**src/rtl/isb_pkg.sv**
```systemverilog
// Shared types and width helpers for the instruction stream buffer.
// Optional empty-queue bypass is enabled by defining ISB_BYPASS_EN.
package isb_pkg;

  localparam int unsigned ISB_WIDTH_DEF = 16;
  localparam int unsigned ISB_DEPTH_DEF = 32;

  typedef logic [ISB_WIDTH_DEF-1:0] isb_word_t;

  function automatic int unsigned isb_ptr_w(input int unsigned depth);
    return $clog2(depth);
  endfunction

  // One extra bit so the counter can hold DEPTH itself.
  function automatic int unsigned isb_cnt_w(input int unsigned depth);
    return $clog2(depth) + 1;
  endfunction

endpackage

```
**src/rtl/isb_queue_if.sv**
```systemverilog
// Fetch/decode handshake bundle for isb_queue; the buffer sits on the slave modport.
interface isb_queue_if
  import isb_pkg::*;
#(
  parameter int unsigned WIDTH = ISB_WIDTH_DEF,
  parameter int unsigned DEPTH = ISB_DEPTH_DEF
) ();

  localparam int unsigned CNT_W = isb_cnt_w(DEPTH);

  logic             flush;
  logic             pause;
  logic             in_valid;
  logic             in_ready;
  logic [WIDTH-1:0] in_data;
  logic             out_valid;
  logic             out_ready;
  logic [WIDTH-1:0] out_data;
  logic [CNT_W-1:0] count;
  logic             empty;
  logic             full;

  modport master (
    output flush, pause, in_valid, in_data, out_ready,
    input  in_ready, out_valid, out_data, count, empty, full
  );

  modport slave (
    input  flush, pause, in_valid, in_data, out_ready,
    output in_ready, out_valid, out_data, count, empty, full
  );

endinterface

```
**src/rtl/isb_ram.sv**
```systemverilog
// Storage array for isb_queue: one synchronous write port, one asynchronous read port.
module isb_ram
  import isb_pkg::*;
#(
  parameter int unsigned WIDTH = ISB_WIDTH_DEF,
  parameter int unsigned DEPTH = ISB_DEPTH_DEF
) (
  input  logic                        clk,
  input  logic                        we_i,
  input  logic [isb_ptr_w(DEPTH)-1:0] waddr_i,
  input  logic [WIDTH-1:0]            wdata_i,
  input  logic [isb_ptr_w(DEPTH)-1:0] raddr_i,
  output logic [WIDTH-1:0]            rdata_o
);

  logic [WIDTH-1:0] mem_q [DEPTH];

  // No reset: stale contents are masked by the occupancy count upstream.
  always_ff @(posedge clk) begin
    if (we_i) mem_q[waddr_i] <= wdata_i;
  end

  assign rdata_o = mem_q[raddr_i];

endmodule

```
**src/rtl/isb_queue.sv**
```systemverilog
// Instruction stream buffer: circular FIFO between fetch and decode with flush and pause.
// Define ISB_BYPASS_EN for a zero-latency path from in_data to out_data when drained.
module isb_queue
  import isb_pkg::*;
#(
  parameter int unsigned WIDTH = ISB_WIDTH_DEF,
  parameter int unsigned DEPTH = ISB_DEPTH_DEF
) (
  input  logic        clk,
  input  logic        rst,
  isb_queue_if.slave  bus
);

  localparam int unsigned PTR_W = isb_ptr_w(DEPTH);
  localparam int unsigned CNT_W = isb_cnt_w(DEPTH);

  logic [PTR_W-1:0] head_q, head_d;
  logic [PTR_W-1:0] tail_q, tail_d;
  logic [CNT_W-1:0] count_q, count_d;

  logic             empty_c, full_c;
  logic             byp_c, out_valid_c, in_ready_c;
  logic             push_c, pop_c, mem_pop_c, wr_c;
  logic [WIDTH-1:0] rd_data;

  assign empty_c = (count_q == '0);
  assign full_c  = (count_q == CNT_W'(DEPTH));

`ifdef ISB_BYPASS_EN
  assign byp_c = empty_c & bus.in_valid & ~bus.flush;
`else
  assign byp_c = 1'b0;
`endif

  assign in_ready_c  = ~full_c & ~bus.flush;
  assign out_valid_c = ~bus.flush & (~empty_c | byp_c);
  assign push_c      = bus.in_valid & in_ready_c;
  assign pop_c       = out_valid_c & bus.out_ready & ~bus.pause;

  // A pop while empty can only be a bypassed word: it never touches the array.
  assign mem_pop_c = pop_c & ~empty_c;
  assign wr_c      = push_c & ~(pop_c & empty_c);

  assign bus.in_ready  = in_ready_c;
  assign bus.out_valid = out_valid_c;
  assign bus.out_data  = !out_valid_c ? '0 : (empty_c ? bus.in_data : rd_data);
  assign bus.count     = count_q;
  assign bus.empty     = empty_c;
  assign bus.full      = full_c;

  isb_ram #(
    .WIDTH (WIDTH),
    .DEPTH (DEPTH)
  ) u_ram (
    .clk     (clk),
    .we_i    (wr_c),
    .waddr_i (tail_q),
    .wdata_i (bus.in_data),
    .raddr_i (head_q),
    .rdata_o (rd_data)
  );

  // Pointer and occupancy next state; flush overrides everything but reset.
  always_comb begin
    head_d  = head_q;
    tail_d  = tail_q;
    count_d = count_q;
    if (bus.flush) begin
      head_d  = '0;
      tail_d  = '0;
      count_d = '0;
    end else begin
      if (mem_pop_c) head_d = head_q + PTR_W'(1);
      if (wr_c)      tail_d = tail_q + PTR_W'(1);
      if (wr_c && !mem_pop_c)      count_d = count_q + CNT_W'(1);
      else if (!wr_c && mem_pop_c) count_d = count_q - CNT_W'(1);
    end
  end

  always_ff @(posedge clk) begin
    if (rst) begin
      head_q  <= '0;
      tail_q  <= '0;
      count_q <= '0;
    end else begin
      head_q  <= head_d;
      tail_q  <= tail_d;
      count_q <= count_d;
    end
  end

endmodule

```
**src/flat_wrapper.sv**
```systemverilog
// flat-port wrapper written by rule: the top's interface ports become plain ports
module isb_queue_flat import isb_pkg::*;
#(
  parameter int unsigned WIDTH = ISB_WIDTH_DEF,
  parameter int unsigned DEPTH = ISB_DEPTH_DEF
)
  (clk, rst, bus_flush, bus_pause, bus_in_valid, bus_in_data, bus_out_ready, bus_in_ready, bus_out_valid, bus_out_data, bus_count, bus_empty, bus_full);
  isb_queue_if #(.WIDTH(WIDTH), .DEPTH(DEPTH)) bus_i ();
  input  logic clk;
  input  logic rst;
  input wire logic [$bits(bus_i.flush)-1:0] bus_flush;
  input wire logic [$bits(bus_i.pause)-1:0] bus_pause;
  input wire logic [$bits(bus_i.in_valid)-1:0] bus_in_valid;
  input wire logic [$bits(bus_i.in_data)-1:0] bus_in_data;
  input wire logic [$bits(bus_i.out_ready)-1:0] bus_out_ready;
  output wire logic [$bits(bus_i.in_ready)-1:0] bus_in_ready;
  output wire logic [$bits(bus_i.out_valid)-1:0] bus_out_valid;
  output wire logic [$bits(bus_i.out_data)-1:0] bus_out_data;
  output wire logic [$bits(bus_i.count)-1:0] bus_count;
  output wire logic [$bits(bus_i.empty)-1:0] bus_empty;
  output wire logic [$bits(bus_i.full)-1:0] bus_full;
  assign bus_i.flush = bus_flush;
  assign bus_i.pause = bus_pause;
  assign bus_i.in_valid = bus_in_valid;
  assign bus_i.in_data = bus_in_data;
  assign bus_i.out_ready = bus_out_ready;
  assign bus_in_ready = bus_i.in_ready;
  assign bus_out_valid = bus_i.out_valid;
  assign bus_out_data = bus_i.out_data;
  assign bus_count = bus_i.count;
  assign bus_empty = bus_i.empty;
  assign bus_full = bus_i.full;
  isb_queue #(.WIDTH(WIDTH), .DEPTH(DEPTH)) u_core (.clk(clk), .rst(rst), .bus(bus_i));
endmodule
```
**config.mk**
```make
export PLATFORM = sky130hd
export DESIGN_NAME = isb_queue_flat
export DESIGN_NICKNAME = d
export VERILOG_FILES = /design/src/rtl/isb_pkg.sv /design/src/rtl/isb_queue_if.sv /design/src/rtl/isb_ram.sv /design/src/rtl/isb_queue.sv /design/src/flat_wrapper.sv
export SDC_FILE = /design/constraint.sdc
export NUM_CORES = 1
export LEC_CHECK = 0
export ABC_CLOCK_PERIOD_IN_PS = 3580
export BUFFER_PORTS_ARGS = -buffer_cell sky130_fd_sc_hd__buf_2
export CORE_MARGIN = 1.5
export CORE_UTILIZATION = 60
export DETAILED_ROUTE_END_ITERATION = 8
export PLACE_DENSITY = 0.86
export SYNTH_ARGS = -nofsm -noshare
export SYNTH_HDL_FRONTEND = slang
export SYNTH_SLANG_ARGS = --single-unit
export TNS_END_PERCENT = 50
```
**constraint.sdc**
```tcl
create_clock -name clk -period 3.58 [get_ports clk]
set_input_delay 0.179 -clock clk [delete_from_list [all_inputs] [get_ports clk]]
set_output_delay 0.179 -clock clk [all_outputs]
set_load 0.02 [all_outputs]
```
==> metrics.cfg <==
[setup_path]
critPathMaxStageDelay_ns = 0.62
slowest_stage = nor2b_1
arrival_ns = 3.10
cp_max_fo = 12
path_cells = nor2b_1 > nand2_1 > o221ai_1 > a221oi_2 > buf_2
path_class = reg2out
required_ns = 3.40
path_delay_family = simple AND/OR/NAND/NOR gates
crit_buf_inv = 1
critical_path.endpoint_type = primary output
startpoint_type = flop

[clock_tree]
cts_made_buffers = 50
clock_sinks = 533
cts_max_path_buffers = 3
cts_tree = built
htreeDepth = 2
cts-root-buf = clkbuf_16
clk_pin_slew_ns = 0.06
clk-insertion-delay-late_ns = 0.58

[final_layout]
fillers = 1856
stdcell_area_um2 = 23210
layout.nets = 1064
n_antenna_cell = 0
final_cells = 1516
drive_gt1_frac = 0.3043
multi_input_comb_area_um2 = 4612
syn2layout_area_growth_pct = 11.96
final_util = 0.6870
seq_area_um2 = 15810

[pwr]
ir_drop_mv = 0.4676
leakagePower_nw = 7.241
power_density_nw_per_um2 = 522.1

[grt]
grt_pass1_vias = 10406
grt_max_degree = 57
grt_pass1_wl_um = 70680
grt_overflow_total = 0
antenna_found_initial = 0
groute.usage.overall = 0.2785

[floorplan]
die_area_um2 = 35680
die_y_um = 188.9
initial_core_util = 0.6137
num_rows = 67
ios = 48
core_area_um2 = 33780
fp.dieW_um = 188.9

[sta]
fmax_ghz = 0.3052
fin_skew_ns = 0.02701
rsz0062_at_grt = false
hold_violations = 0
worst_pin_slew_ns = 0.7764
final.setup.tns_ns = 0
slew_viol_final = 0
finalCritPeriodShare = 0.9154
setup_viol = 0
relSlewSlack = 0.4824
setup_ws_ns = 0.3030
period_minus_slack_ns = 3.277

[synthesis]
synth_edf_count = 512
synth_area_leader_cell = edfxtp_1
synth-seq-area-share = 0.7619
netlist_area_um2 = 20730
yosysWarnings = 0
synth_top_area_share = 0.7416
synth.net_count = 960
yosys-top-cells-area = edfxtp_1 (74%), mux4_2 (15%), dfxtp_1 (2.0%)
synth_mux_area_frac = 0.1662
synthDistinctLibCells = 44
synth_fa_ha_area_frac = 0.007001
async_flop_share = 0
synth-compound-area-share = 0.02142
ys.flop_type = edfxtp_1
synth_top_family_by_area = multiplexers
synthSimpleGateAreaFrac = 0.02112
avgSynthCellArea_um2 = 22.37
synth-seq-cells = 533
synth_xor_area_frac = 0.005069
synth_cells = 927

[drt]
drt_iter0_drc = 1628
drc = 0
avgRoutedWirePerCell_um = 31.81
vias = 10363
dr_wl_met2_um = 25080
drt-met1-wl_um = 17060
dr.pass1.iters = 7
via_per_inst = 6.836
route.met3.wl_um = 4674
totalWireLength_um = 48220
drtAntennaViolNets = 0
routed.top_layer = met4

[placement]
gp_congestion = 0.7869
io_buffers = 47
place_ws_ns = 0.3534
dp_hpwl_um = 26460
dp_cells = 1426
place_area_um2 = 21710

[min_path]
hold_class = in2reg

[status]
outcome = finished clean

[flow_run]
cap_violations = 0

-- sequential cells by signal, summed over array words and instances (netlist names), named ones only --
signal,count
u_core.bus.count,6
u_core.head_q,5
u_core.tail_q,5
u_core.u_ram.mem_q,512
-- worst reg2reg max path, stage by stage (launching register included) --
cell      delay (ns)
dfxtp_1         0.39
nor4_2          0.55
a31oi_2         0.20
nand2_1         0.17
ha_1            0.27
inv_1           0.15
ha_1            0.25
or4_1           0.49
a311o_1         0.28
o211ai_1        0.14
xnor2_1         0.17
nor2_1          0.06
-- cells in the mapped netlist (3+ instances only) --
cell type / n
a21oi_1: 4
a221oi_1: 6
a221oi_2: 10
buf_1: 3
buf_2: 14
buf_4: 8
buf_6: 7
clkbuf_1: 15
dfxtp_1: 21
edfxtp_1: 512
ha_1: 10
inv_1: 22
mux2i_1: 18
mux4_1: 6
mux4_2: 138
nand2_1: 11
nand3_1: 4
nand3b_1: 3
nand4_1: 3
nor2_1: 52
nor2b_1: 4
o221ai_1: 16
xnor2_1: 4
xor2_1: 8
-- final timing paths --
path / start / end / slack [ns] / depth (start not counted)
setup reg to reg: u_core.bus.count[0] / u_core.bus.count[5] / 0.36 / 11
setup / recovery: flop / bus_out_data[6] / 0.30 / 5
hold / removal: bus_flush / u_core.tail_q[0] / 0.09 / 4
hold reg to reg: u_core.head_q[1] / flop / 0.53 / 2
-- layout by cell type, fill, tap and decap left out, types with 6 or more instances in the layout --
master,n
a221oi_1,6
a221oi_2,10
buf_2,47
buf_4,47
clkbuf_1,16
clkbuf_16,50
clkinv_1,8
clkinv_2,10
dfxtp_1,18
edfxtp_1,512
ha_1,10
inv_1,22
mux2i_1,18
mux4_1,6
mux4_2,138
nand2_1,11
nor2_1,48
o221ai_1,16
xor2_1,8
-- metal layers --
metal | up-vias | global-route usage
met2 | 797 | 0.4755
met4 | 0 | 0.08455
met5 | - | 0
met1 | 5362 | 0.3786
met3 | 98 | 0.04115
li1 | 4106 | -
-- report_power, final --
part	internal, mW	leakage [nW]	switching (mW)
logic	0.115	1.74	0.281
registers	6.84	4.78	0.0135
clock network	2.66	0.722	2.21
-- cell type report --
class                   instances  share of cell area
multi-input cells             325              0.1987
inverters                      22            0.003558
clock buffers                  66             0.05649
well taps                     448             0.02415
repair buffers                 99             0.02922
flip-flops and latches        533              0.6810
clock inverters                23            0.006900
-- through the flow --
stage          power [mW]  hold WS (ns)
4_1_cts             12.15       0.09229
3_3_place_gp        7.342        0.4766
3_5_place_dp        7.364        0.4863
2_1_floorplan       7.173        0.2779
5_1_grt             12.38        0.1030
6_report            12.12       0.09374
-- timing repair --
action / CTS / global route
hold buffers: 1 / 0
resized for setup: 0 / 2
hold endpoints to repair: 1 / 0
setup endpoints to repair: 0 / 1
buffers inserted: 0 / 0
-- logic make-up (layout without fill, tap and decap cells) --
family	count (synthesis)	count (layout)
AND/OR/NAND/NOR	94	94
multiplexers	162	162
buffers and inverters	69	210
flip-flops	533	533
XOR/XNOR	12	12
adder cells (fa/ha/maj)	11	11
AO/OA/AOI/OAI	46	46
No activity file was read; power rests on OpenSTA's default activity.
